`config.mk`:
```
export PLATFORM = sky130hd
export DESIGN_NAME = r5p_bus_arb
export DESIGN_NICKNAME = d
export VERILOG_FILES = /design/src/rtl/r5p_bus_pkg.sv /design/src/rtl/r5p_rr_arb2.sv /design/src/rtl/r5p_bus_arb.sv
export SDC_FILE = /design/constraint.sdc
export NUM_CORES = 1
export LEC_CHECK = 0
export BUFFER_PORTS_ARGS = -buffer_cell sky130_fd_sc_hd__buf_2
export CORE_AREA = 4 4 105 107
export DETAILED_ROUTE_END_ITERATION = 16
export DIE_AREA = 0 0 109 111
export PLACE_DENSITY = 0.5
export SETUP_SLACK_MARGIN = 0.1
export SLEW_MARGIN = 5
export SYNTH_ARGS = -nofsm -noshare
export SYNTH_HDL_FRONTEND = slang
export SYNTH_SLANG_ARGS = --single-unit
```
`constraint.sdc`:
```
create_clock -name clk -period 4.1 [get_ports clk]
set_input_delay 0.82 -clock clk [delete_from_list [all_inputs] [get_ports clk]]
set_output_delay 0.82 -clock clk [all_outputs]
set_load 0.1 [all_outputs]
```
`src/rtl/r5p_bus_pkg.sv`:
```
// Shared types and constants for the two-requester (program/data) bus arbiter.
package r5p_bus_pkg;

  // Arbiter FSM states: IDLE decides a grant combinationally, LOCK_x holds x
  // until its transfer completes or x abandons the request.
  typedef enum logic [1:0] {
    IDLE   = 2'd0,
    LOCK_P = 2'd1,
    LOCK_D = 2'd2
  } arb_state_t;

  // Requester indices; also the bit positions inside the one-hot grant {D,P}.
  localparam int ARB_P = 0;
  localparam int ARB_D = 1;

endpackage

```
`src/rtl/r5p_rr_arb2.sv`:
```
// Two-way round-robin arbiter, purely combinational.
// "last" is the index of the requester that completed most recently.
// Under contention the other requester wins.
module r5p_rr_arb2
  import r5p_bus_pkg::*;
(
  input  logic [1:0] req,
  input  logic       last,
  output logic [1:0] gnt
);

  // Single requester always wins; on contention the one not served last wins.
  always_comb begin
    gnt = 2'b00;
    case (req)
      2'b01:   gnt = 2'b01;
      2'b10:   gnt = 2'b10;
      2'b11:   gnt = (last == 1'(ARB_D)) ? 2'b01 : 2'b10;
      default: gnt = 2'b00;
    endcase
  end

endmodule

```
`src/rtl/r5p_bus_arb.sv`:
```
// Program/data bus arbiter onto one shared memory port.
//
// Handshake: a transfer completes in any cycle where mem_req and mem_ack are
// both high; the memory may ack in the request cycle or any later cycle. The
// requester keeps req and its request fields stable until it sees its ack, or
// drops req to abandon the transfer. Acks are routed only to the grantee.
//
// Grant is a function of state, "last" and the two req inputs only, so there
// is no combinational path from mem_ack to gnt or mem_req.
module r5p_bus_arb
  import r5p_bus_pkg::*;
#(
  parameter int AW = 32,
  parameter int DW = 32,
  parameter int SW = DW/8
) (
  input  logic            clk,
  input  logic            rst,
  // program (fetch) requester, read-only
  input  logic            bup_req,
  input  logic [AW-1:0]   bup_adr,
  output logic [SW*8-1:0] bup_rdt,
  output logic            bup_ack,
  // data requester
  input  logic            bud_req,
  input  logic            bud_wen,
  input  logic [AW-1:0]   bud_adr,
  input  logic [SW-1:0]   bud_sel,
  input  logic [SW*8-1:0] bud_wdt,
  output logic [SW*8-1:0] bud_rdt,
  output logic            bud_ack,
  // shared memory port
  output logic            mem_req,
  output logic            mem_wen,
  output logic [AW-1:0]   mem_adr,
  output logic [SW-1:0]   mem_sel,
  output logic [SW*8-1:0] mem_wdt,
  input  logic [SW*8-1:0] mem_rdt,
  input  logic            mem_ack,
  // current grant, one-hot {D,P}
  output logic [1:0]      gnt,
  // FSM state, exposed for observation
  output arb_state_t      state
);

  arb_state_t state_nxt;
  logic       last;
  logic       last_nxt;
  logic [1:0] rr_gnt;

  r5p_rr_arb2 u_rr (
    .req  ({bud_req, bup_req}),
    .last (last),
    .gnt  (rr_gnt)
  );

  // Grant: round-robin in IDLE, held on the owner while locked; an owner that
  // drops req loses the grant in that same cycle (abort). Reset masks all.
  always_comb begin
    gnt = 2'b00;
    if (!rst) begin
      case (state)
        IDLE:    gnt = rr_gnt;
        LOCK_P:  gnt = bup_req ? 2'b01 : 2'b00;
        LOCK_D:  gnt = bud_req ? 2'b10 : 2'b00;
        default: gnt = 2'b00;
      endcase
    end
  end

  // Memory request mux; program side is read-only with all byte lanes enabled.
  always_comb begin
    mem_req = 1'b0;
    mem_wen = 1'b0;
    mem_adr = bup_adr;
    mem_sel = '1;
    mem_wdt = bud_wdt;
    if (gnt[ARB_D]) begin
      mem_req = 1'b1;
      mem_wen = bud_wen;
      mem_adr = bud_adr;
      mem_sel = bud_sel;
    end else if (gnt[ARB_P]) begin
      mem_req = 1'b1;
    end
  end

  // Response routing: read data broadcast, ack only to the grantee.
  always_comb begin
    bup_rdt = mem_rdt;
    bud_rdt = mem_rdt;
    bup_ack = gnt[ARB_P] & mem_ack;
    bud_ack = gnt[ARB_D] & mem_ack;
  end

  // Next state and round-robin pointer.
  always_comb begin
    state_nxt = state;
    last_nxt  = last;
    case (state)
      IDLE: begin
        if (gnt != 2'b00) begin
          if (mem_ack) last_nxt  = gnt[ARB_D];
          else         state_nxt = gnt[ARB_D] ? LOCK_D : LOCK_P;
        end
      end
      LOCK_P: begin
        if (!bup_req) begin
          state_nxt = IDLE;
        end else if (mem_ack) begin
          state_nxt = IDLE;
          last_nxt  = 1'(ARB_P);
        end
      end
      LOCK_D: begin
        if (!bud_req) begin
          state_nxt = IDLE;
        end else if (mem_ack) begin
          state_nxt = IDLE;
          last_nxt  = 1'(ARB_D);
        end
      end
      default: state_nxt = IDLE;
    endcase
  end

  // State register; reset marks P as last so D wins the first contention.
  always_ff @(posedge clk) begin
    if (rst) begin
      state <= IDLE;
      last  <= 1'(ARB_P);
    end else begin
      state <= state_nxt;
      last  <= last_nxt;
    end
  end

endmodule

```
After elaboration in Yosys (flattened, before gate mapping)
Cells that the tools add are included.
- memory bits (writable): 0
- logic and storage cells: 46
- input port bits: 138
- bits in latches: 0
- memories: 0
- flip-flop bits (word level): 3
- bits in read-only memories: 0
- div/mod/pow operators: 0
- add/subtract/negate cells: 0
- $mul: 0
- $lt $le $gt $ge: 0
- reduce and logical (&&, ||, !) cells: 5
- bitwise operators: 2
- muxes and demuxes: 25
- shift-type cells: 0
- eq/ne operators: 12
- operators with widths (kind ; number):
    $mux W32 ; 1
    $mux W2 ; 9
    $pmux W2 S3 ; 3
    $ne A2 B2 Y1 const B ; 7
    $mux W1 ; 10
    $reduce_and A7 Y1 ; 1
    $eq A2 B2 Y1 const B ; 3
    $eq A2 B1 Y1 const B ; 2
    $mux W4 ; 1
    $pmux W1 S3 ; 1
    $reduce_bool A3 Y1 ; 1
    $and A1 B1 Y1 ; 2
    $logic_not A2 Y1 ; 1
    $reduce_and A2 Y1 ; 1
    $reduce_bool A2 Y1 ; 1

Logic depth before layout (Yosys ltp)
- depth in word-level cells: 8
- depth in mapped cells: 8
- depth with buffers taken out: 6

By module
From an unflattened synthesis, not the netlist that was laid out.
- cell total of the unflattened synthesis: 251
- area total of the unflattened synthesis: 1564.0 sq um
- modules (own cells, without submodules) (module ; area an instance (sq um) ; cells each ; seq. area each (sq um) ; instances):
    r5p_bus_arb ; 1545.2 ; 248 ; 60.1 ; 1
    r5p_rr_arb2 ; 18.8 ; 3 ; 0.0 ; 1

Least setup slack after synthesis
OpenSTA, ideal clock, no wires.
- path type: reg2out
- from: reg state[1]
- to: out mem_req
- data arrival time: 3.686 ns
- cell stages (with the launch flop): 4
- required time: 3.280 ns
- path buffers: 0
- path slack: -0.406 ns
- cell sequence: dfxtp_1 > ha_1 > o21ai_0 > a21boi_0
- word-level cells in the longest chain between the ends: 5
- elaborated cells between the ends (all ways): 7
- classes of those cells: eq/ne (2); mux (4); reduce/logical (1)
- RTL lines (what ; RTL line ; source):
    start: declaration ; r5p_bus_arb.sv:43 ; output arb_state_t state
    start signal: assignment ; r5p_bus_arb.sv:133 ; state <= state_nxt;
    $eq A2 B2 Y1, or another cell as far along ; r5p_bus_arb.sv:62 ; case (state)
    $pmux W2 S3 (*) ; r5p_bus_arb.sv:62 ;
    $mux W2 (*) ; r5p_bus_arb.sv:61 ; if (!rst) begin
    $mux W1 ; r5p_bus_arb.sv:83 ; end else if (gnt[ARB_P]) begin
    $mux W1 (*) ; r5p_bus_arb.sv:78 ; if (gnt[ARB_D]) begin
    end: declaration ; r5p_bus_arb.sv:33 ; output logic mem_req,
Mark *: on every way between the ends. The rest lies on a longest branch, timed or not.

Worst setup path after layout
- from: reg state[0]
- to: out mem_adr[3]
- word-level cells in the longest chain between the ends: 4
- elaborated cells between the ends (all ways): 6
- classes of those cells: eq/ne (2); mux (3); reduce/logical (1)
- RTL lines (what ; RTL line ; source):
    $eq A2 B2 Y1, or another cell as far along ; r5p_bus_arb.sv:62 ;
    $pmux W2 S3 (*) ; r5p_bus_arb.sv:62 ;
    $mux W2 (*) ; r5p_bus_arb.sv:61 ;
    $mux W32 (*) ; r5p_bus_arb.sv:78 ;
    end: declaration ; r5p_bus_arb.sv:35 ; output logic [AW-1:0] mem_adr,
Marks and branches as above.

==> flow_metrics.tcl <==
set metrics [dict create \
    syn-num-nets 324 \
    internal_power_uw 199 \
    yosysMostFrequentCell "buf_4" \
    n_antenna_cell 0 \
    die_area_um2 12100 \
    synth_top_area_share_pct 48.2 \
    clk_latency_ns 0.21 \
    hp-class "reg -> reg" \
    synth_edf_count 0 \
    swShare_pct 64.9 \
    cts_hold_buf 0 \
    cp-start-kind "flop" \
    via_per_inst 3.50 \
    tns_ns 0 \
    synthArstFlopShare_pct 0 \
    yosys_most_used_dff "dfxtp_1" \
    critPathCaptureType "output port" \
    setup_slack_ns 0.431 \
    ys_top_cells_by_area "buf_4, mux2_2, dfxtp_1, ha_1, mux2_4" \
    fin_skew_ns 0.00149 \
    cts_setup_buffers 0 \
    rsz0062_at_grt "false" \
    die_x_um 109 \
    path_clk_slew_ns 0.03 \
    core.rowCount 37 \
    hpwlAfterDp_mm 3.50 \
    setup_viol 0 \
    core_area_um2 10100 \
    cts.sinks 3 \
    yosysWarnings 0 \
    status "complete, no violations" \
    cts_tree "built" \
    clkPwrFrac_pct 15.2 \
    start_util_pct 14.8 \
    hold_viol 0 \
    antenna_found_initial 0 \
    cts_buffers 3 \
    firstDrtPassIters 4 \
    pre_cts_ws_ns 0.527 \
    yosysTopAreaCell "buf_4" \
    cp_data_required_time_ns 3.28 \
    min_period_over_period_pct 89.5 \
    power.share.sequential_pct 6.1 \
    path_cells "inv_1, ha_1, a21boi_2, o211ai_4, buf_4, mux2_2, buf_2" \
    drc 0 \
    placed_cell_area_um2 1530 \
    grt_usage_pct 6.16 \
    p_leak_uw 0.000803 \
    io_buffers 117 \
    area_growth_pct 5.18 \
    final_area_um2 1570 \
    place_congestion 0.662 \
    slowest_delay_ns 0.68 \
    p_per_area_nw_per_um2 360 \
    io_pins 278 \
    max_slew_margin_pct 43.2 \
    synth_common_cells "buf_4, mux2_2, inv_1" \
    nets 348 \
    ys_seq_area_share_pct 4.01 \
    synthCells 182 \
    synth_area_um2 1500 \
    synth_seq_cells 3 \
    wl_per_cell_um 11.9 \
    drv_cap 0 \
    drtIter0Drc 19 \
    cts_buffer_depth 2 \
    cts_resized 0 \
    die_h_um 111 \
    timing_worst_setup_path_type "reg -> out" \
    cpMaxStageDelayCell "o211ai_4" \
    synth.distinct_cells 28 \
    fin_hold_ws_ns 0.523 \
    critPathMaxFanout 25 \
    comb_power_share_pct 78.7 \
    antenna_left 0 \
    period_minus_slack_ns 3.67 \
    vias 1195 \
    grt_pass1_wl_mm 6.07 \
    worst_slew_pin_slew_ns 0.848 \
    p_switching_uw 368 \
    grt_max_degree 26 \
    fmax_mhz 273 \
    wirelength_mm 4.06 \
    layout-drive-gt1-share_pct 79.5 \
    overflow 0 \
    vdd_drop_max_uv 85.3 \
    htreeDepth 1 \
    arrival_ns 2.85 \
    grt_pass1_vias 1265 \
    cts_root_buffer "clkbuf_8" \
    final_max_slew_viol_count 0 \
    postSynthAreaPerCell_um2 8.22 \
]
## path summary, 6_finish.rpt
path	from	end	depth (start not counted)	slack, ns
hold / removal	last	last	2	0.52
setup / recovery	state[0]	mem_adr[3]	7	0.43
hold reg to reg	last	last	2	0.52
setup reg to reg	state[0]	state[1]	5	2.11
## layout make-up
class                      instances  area [µm²]
multi-input combinational         69         661
sequential                         3        60.1
timing repair buffer             119         601
clock buffer                       4        45.0
inverter                          10        37.5
tap                              136         170
fill                            1157        8560
## worst max-delay path: cells and delay by family, from the launching register on
kind,cells,cell delay [ns]
AO/OA/AOI/OAI,2,0.89
buffers and inverters,3,0.71
flip-flops,1,0.37
multiplexers,1,0.35
adder cells (fa/ha/maj),1,0.30
## routing by layer
layer	global-route usage [%]	wire [µm]	vias up	part of all wire, %
met5	0	0	-	0
met4	4.04	258	0	6.4
met3	3.38	629	45	16
met2	9.87	1850	92	46
met1	6.04	1320	506	33
li1	-	-	552	-
## placed cells by master, fill, tap and decap left out, types with 2 or more instances in the layout
cell type  netlist  layout
inv_1           10      10
dfxtp_1          3       3
mux2_4           3       3
a21oi_1          3       3
or2_2            4       4
buf_4           96       2
o32ai_1          2       2
ha_1             4       4
o21ai_0          3       3
nor2_1           3       3
nand2_1          2       2
buf_2            2     117
mux2_2          29      29
clkbuf_8         0       3
nand2b_1         2       2
## stage by stage
step	total power, µW	util [%]	instances
detailed placement	483	15.1	337
CTS	572	15.5	341
global route	592	15.5	341
global placement	481	15.1	337
finish	566	15.5	341
floorplan	847	-	182
## cells by family after synthesis
logic type	count (synthesis)	share of synthesized area (%)
compound gates	17	9.03
flops	3	4.01
mux	33	25.5
simple gates	15	5.27
fa+ha+maj	4	3.34
buf+inv	110	52.8
## power groups by stage
| stage | combinational [µW] | sequential, µW | clock, µW |
|---|---|---|---|
| after global placement | 447 | 34.8 | 0 |
| after floorplan | 802 | 44.9 | 0 |
| after detailed placement | 448 | 34.9 | 0 |
| after CTS | 449 | 34.5 | 88.0 |
| after global routing | 465 | 34.8 | 92.3 |
| final | 446 | 34.5 | 85.9 |
## sequential cells by signal, indices dropped and copies added, names as in the netlist
name,count
state,2
last,1
Power figures use the tool's default switching activity.
